==> config.mk <==
export PLATFORM = sky130hd
export DESIGN_NAME = id_ex_hazard_stage
export DESIGN_NICKNAME = d
export VERILOG_FILES = /design/src/rtl/id_ex_hazard_stage.sv
export SDC_FILE = /design/constraint.sdc
export NUM_CORES = 1
export LEC_CHECK = 0
export BUFFER_PORTS_ARGS = -buffer_cell sky130_fd_sc_hd__buf_2
export CORE_AREA = 2 2 129 131
export DETAILED_ROUTE_END_ITERATION = 16
export DIE_AREA = 0 0 131 133
export PLACE_DENSITY_LB_ADDON = 0.2
export SYNTH_ARGS = -nofsm -noshare
export SYNTH_HDL_FRONTEND = slang
export SYNTH_SLANG_ARGS = --single-unit
==> constraint.sdc <==
create_clock -name clk -period 1.7 [get_ports clk]
set_input_delay 0.085 -clock clk [delete_from_list [all_inputs] [get_ports clk]]
set_output_delay 0.085 -clock clk [all_outputs]
set_load 0.01 [all_outputs]
==> src/rtl/id_ex_hazard_stage.sv <==
// ID/EX pipeline register with a load-use interlock and a saturating stall counter.
//
// A load-use hazard holds PC and IF/ID for one cycle and puts a bubble into EX.
// A taken-branch flush squashes the instruction entering EX, and it takes priority
// over a hazard in the same cycle.
//
// Ports:
//   clk, rst                 clock, synchronous active-high reset
//   if_id_*                  decoded instruction fields from the IF/ID register
//   flush                    taken branch/jump in EX; squash the ID instruction
//   id_ex_*                  registered copies presented to EX and the forwarding unit
//   stall                    combinational; hold PC and IF/ID this cycle
//   stall_count              saturating count of stall cycles
module id_ex_hazard_stage #(
  parameter int unsigned XLEN   = 32,
  parameter int unsigned CTRL_W = 8,
  parameter int unsigned CNT_W  = 16
) (
  input  logic              clk,
  input  logic              rst,
  input  logic              if_id_valid,
  input  logic [XLEN-1:0]   if_id_pc,
  input  logic [4:0]        if_id_rs1,
  input  logic [4:0]        if_id_rs2,
  input  logic [4:0]        if_id_rd,
  input  logic [XLEN-1:0]   if_id_rdata1,
  input  logic [XLEN-1:0]   if_id_rdata2,
  input  logic [XLEN-1:0]   if_id_imm,
  input  logic [CTRL_W-1:0] if_id_ctrl,
  input  logic              if_id_regwrite,
  input  logic              if_id_memread,
  input  logic              flush,
  output logic              id_ex_valid,
  output logic [XLEN-1:0]   id_ex_pc,
  output logic [XLEN-1:0]   id_ex_rdata1,
  output logic [XLEN-1:0]   id_ex_rdata2,
  output logic [XLEN-1:0]   id_ex_imm,
  output logic [4:0]        id_ex_rs1,
  output logic [4:0]        id_ex_rs2,
  output logic [4:0]        id_ex_rd,
  output logic [CTRL_W-1:0] id_ex_ctrl,
  output logic              id_ex_regwrite,
  output logic              id_ex_memread,
  output logic              stall,
  output logic [CNT_W-1:0]  stall_count
);

  logic hazard;
  logic bubble;

  // Both sources are compared even if the instruction does not read rs2: conservative
  // but needs no decode information.
  always_comb begin
    hazard = if_id_valid & id_ex_valid & id_ex_memread & (id_ex_rd != 5'd0) &
             ((id_ex_rd == if_id_rs1) | (id_ex_rd == if_id_rs2));
    stall  = hazard & ~flush;
    bubble = flush | hazard | ~if_id_valid;
  end

  // The bubble clears id_ex_memread, so a load-use stall can never last more than one cycle.
  always_ff @(posedge clk) begin
    if (rst || bubble) begin
      id_ex_valid    <= 1'b0;
      id_ex_pc       <= '0;
      id_ex_rdata1   <= '0;
      id_ex_rdata2   <= '0;
      id_ex_imm      <= '0;
      id_ex_rs1      <= 5'd0;
      id_ex_rs2      <= 5'd0;
      id_ex_rd       <= 5'd0;
      id_ex_ctrl     <= '0;
      id_ex_regwrite <= 1'b0;
      id_ex_memread  <= 1'b0;
    end else begin
      id_ex_valid    <= 1'b1;
      id_ex_pc       <= if_id_pc;
      id_ex_rdata1   <= if_id_rdata1;
      id_ex_rdata2   <= if_id_rdata2;
      id_ex_imm      <= if_id_imm;
      id_ex_rs1      <= if_id_rs1;
      id_ex_rs2      <= if_id_rs2;
      id_ex_rd       <= if_id_rd;
      id_ex_ctrl     <= if_id_ctrl;
      id_ex_regwrite <= if_id_regwrite;
      id_ex_memread  <= if_id_memread;
    end
  end

  always_ff @(posedge clk) begin
    if (rst) begin
      stall_count <= '0;
    end else if (stall && (stall_count != {CNT_W{1'b1}})) begin
      stall_count <= stall_count + 1'b1;
    end
  end

endmodule

==> impl_results.md <==
* Required time of the critical path at 2.02 ns
* DP HPWL at 11.4 mm
* Share of the yosys chip area belonging to registers at 0.641
* Pint at 6.98 mW
* Switching Share at 0.229
* Number of standard cells in the final layout excluding fillers at 1213
* Clock-pin transition on the worst setup and hold timing paths at ~0.070 ns
* Share of total power in sequential cells at 0.453
* Largest net degree at the start of global routing at between 50 and 60
* Max Cap Viol at 0
* Total number of vias at 5168
* Number of buffers created by CTS at 17
* Global-route total usage across every layer at 0.194
* Floorplan core area at 0.0162 mm^2
* Number of global-route vias before repair at 5538
* Critical path buffer and inverter count at 0
* Share of cells above drive strength 1 at 0.469
* Slowest Stage Delay on Critical Path at between 0.6 and 0.7 ns
* Category of the critical setup timing path: register to register
* Number of top-level pins at 328
* Net count of the finished layout at between 1000 and 1500
* Die Ht at 133 um
* Cells along the critical path: nand4_4, or4_4, nand2_8, nor4_4, mux2_4
* # H-tree levels at 4
* Clock share of power at 0.453
* Total negative slack at -3.81 ns
* Number of enable flip-flop cells after synthesis at 0
* Global route overflow at 0
* Post-Layout Inst Area at 0.00996 mm^2
* Pleak at 4.94 nW
* RSZ-0062 raised after global routing: yes
* Starting utilization of the core area at 0.328
* Mean instance size in the synthesized netlist at around 12 um^2
* Yosys warnings at 0
* Worst hold slack at 0.116 ns
* Number of antenna violations at the first check in global routing at 0
* Kind of launch point of the worst setup path: register
* Worst vdd ir at 0.625 mV
* Maximum number of buffers from clock root to sink at 2
* Number of rows in the core area at 47
* Post-synth top flop: dfxtp_1
* Detailed-route DRC error count at 0
* Syn-to-layout area delta at 87.7%
* Clock tree from TritonCTS: yes
* Floorplan die area at 0.0174 mm^2
* Failing checks: setup timing
* Clock insertion delay at the later pin of the skew report at 0.43 ns
* Overall power of the completed layout at 9.05 mW
* Clock sink count at 170
* Worst setup EP type: register
* Power density cells at 908 mW/mm^2
* Hold violation total from the final report at 0
* Worst R2R Start: stall_count[3]
* Logic pwr share at 0.094
* Initial DRC Count at 120
* Detailed-route wire length per cell at 14.8 um
* Transition time at the pin with the least slew margin at 0.369 ns
* Highest Clock Rate at 0.562 GHz
* Final-report max-slew violation count at 0
* Outcome: finished, violations left
* Data arrival time at the worst-slack endpoint at 2.09 ns
* Largest fanout of any net on the critical path at 6
* Class of the tightest hold or removal check: input port to register
* Antenna fix cells at 0
* Routed Wire Length at 18.0 mm
* Die width at 131 um
* Final number of setup-violating endpoints at 144
* Cell chosen for the clock root: clkbuf_16
* Family with the most delay on the worst path: simple AND/OR/NAND/NOR gates
* Remaining antenna violation count after routing at 0
* Cell area after synthesis at about 0.0053 mm^2
* Worst relative slew slack at 0.750
* Switching pwr at 2.07 mW
* Number of unique standard cell types used by synthesis at 39
* Placed inst area at 0.00742 mm^2
* Drt first pass iters at 4
* Final core area utilization at 0.616
* Standard cell with the maximum stage delay on the critical path: or4_4
* Vias per inst at 4.26
* Number of nets produced by synthesis at ~610
* Critical Path Source: stall_count[3]
* Final weighted congestion of routability-driven global placement at 0.788
* Min Tclk post-route at 1.78 ns
* Synthesized instance count at 451
* Global-route wire length before repair at 26.1 mm
* Placed cell count at 1011
* Flop and latch count out of synthesis at 170
* Worst Slack Setup Final at -0.0785 ns
* Async set-or-reset flop fraction in the synthesized netlist at 0
* Final worst path period share at 1.05
* HP Start: rst
* Port bufs at 327
* Clock skew after layout at 0.0115 ns
* Pre-CTS setup slack at -0.172 ns
[worst min-delay path: stages]
cell,delay (ns)
buf_2,0.11
buf_4,0.27
a21oi_2,0.04
[metal layers]
layer,track usage,share of wire,vias up
li1,-,-,2506
met1,0.183,0.35,2407
met2,0.359,0.54,213
met3,0.0817,0.079,42
met4,0.0887,0.027,0
met5,0,0,-
[power by group through the flow]
stage	clock network [mW]	logic, mW	registers, mW
floorplan	0	0.140	4.24
global placement	0	0.495	4.19
detailed placement	0	0.503	4.19
CTS	4.20	0.795	4.10
global route	4.36	0.912	4.11
finish	4.10	0.849	4.10
[cells in the final DEF (no fill, tap or decap), types with 4 or more instances in the layout]
| master | netlist | final |
|---|---|---|
| a21oi_1 | 8 | 5 |
| and2_1 | 154 | 150 |
| and2_4 | 0 | 4 |
| buf_12 | 1 | 4 |
| buf_2 | 2 | 328 |
| buf_4 | 2 | 32 |
| buf_6 | 7 | 9 |
| clkbuf_16 | 0 | 21 |
| dfxtp_1 | 170 | 155 |
| dfxtp_2 | 0 | 9 |
| dfxtp_4 | 0 | 6 |
| dlygate4sd3_1 | 0 | 153 |
| inv_6 | 0 | 4 |
| mux2_4 | 6 | 6 |
| nand2_1 | 7 | 7 |
| nand3_1 | 6 | 4 |
| nand4_1 | 5 | 5 |
| nor2_1 | 11 | 11 |
| nor2b_1 | 7 | 7 |
| nor3_2 | 1 | 6 |
| nor4_4 | 0 | 5 |
| xor2_1 | 10 | 10 |
[worst paths after layout]
path	to	slack [ns]	cells past startpoint
max reg2reg	stall_count[8]	-0.08	5
min	stall_count[4]	0.12	3
max	stall_count[8]	-0.08	5
min reg2reg	stall_count[2]	0.58	2
[logic make-up (layout without fill, tap and decap cells)]
logic type | Yosys count | in the layout | synth area share
muxes | 9 | 9 | 0.0229
AOI/OAI and AO/OA | 21 | 21 | 0.0278
xor gates and xnor gates | 10 | 10 | 0.0165
DFF | 170 | 170 | 0.641
and+or+nand+nor | 216 | 217 | 0.256
adders and majority gates | 1 | 1 | 0.00236
buffers and inverters | 24 | 565 | 0.0337
[timing repair]
action,4_1_cts,5_1_grt
endpoints found under the hold margin,153,0
gates cloned,1,7
setup buffers,5,4
setup endpoints to repair,22,170
hold buffers,153,0
pin swaps,10,13
gates resized for setup,14,22
[cell usage after synthesis (2+ instances only)]
cell | n | share of area
or4_1 | 4 | 0.0057
nor2_1 | 11 | 0.0078
nor4_2 | 5 | 0.012
clkbuf_1 | 2 | 0.0014
o31ai_1 | 4 | 0.0057
nand3_1 | 6 | 0.0057
or3_1 | 3 | 0.0035
buf_4 | 2 | 0.0028
mux2i_1 | 2 | 0.0038
dfxtp_1 | 170 | 0.64
nor2b_1 | 7 | 0.0083
nand4_1 | 5 | 0.0059
o21ai_0 | 3 | 0.0028
nand2b_1 | 2 | 0.0024
nor3_1 | 6 | 0.0057
buf_6 | 7 | 0.015
a21oi_1 | 8 | 0.0075
mux2_4 | 6 | 0.017
buf_2 | 2 | 0.0019
inv_1 | 2 | 0.0014
and2_1 | 154 | 0.18
nand2_1 | 7 | 0.0050
xor2_1 | 10 | 0.017
clkbuf_2 | 8 | 0.0075
[cell type report]
cell class / instances / area, um^2
repair buffers: 531 / 3710
well taps: 220 / 275
inverters: 2 / 7.51
clock inverters: 15 / 204
fillers: 1269 / 6210
multi-input cells: 258 / 1900
clock buffers: 17 / 425
flip-flops and latches: 170 / 3440
[sequential cells by signal, summed over array words and instances, names as in the netlist]
register	cells
id_ex_rdata1	32
id_ex_pc	32
id_ex_ctrl	8
id_ex_rd	5
id_ex_regwrite	1
id_ex_rs1	5
id_ex_memread	1
stall_count	16
id_ex_imm	32
id_ex_valid	1
id_ex_rdata2	32
id_ex_rs2	5
(Power assumes the default switching activity.)
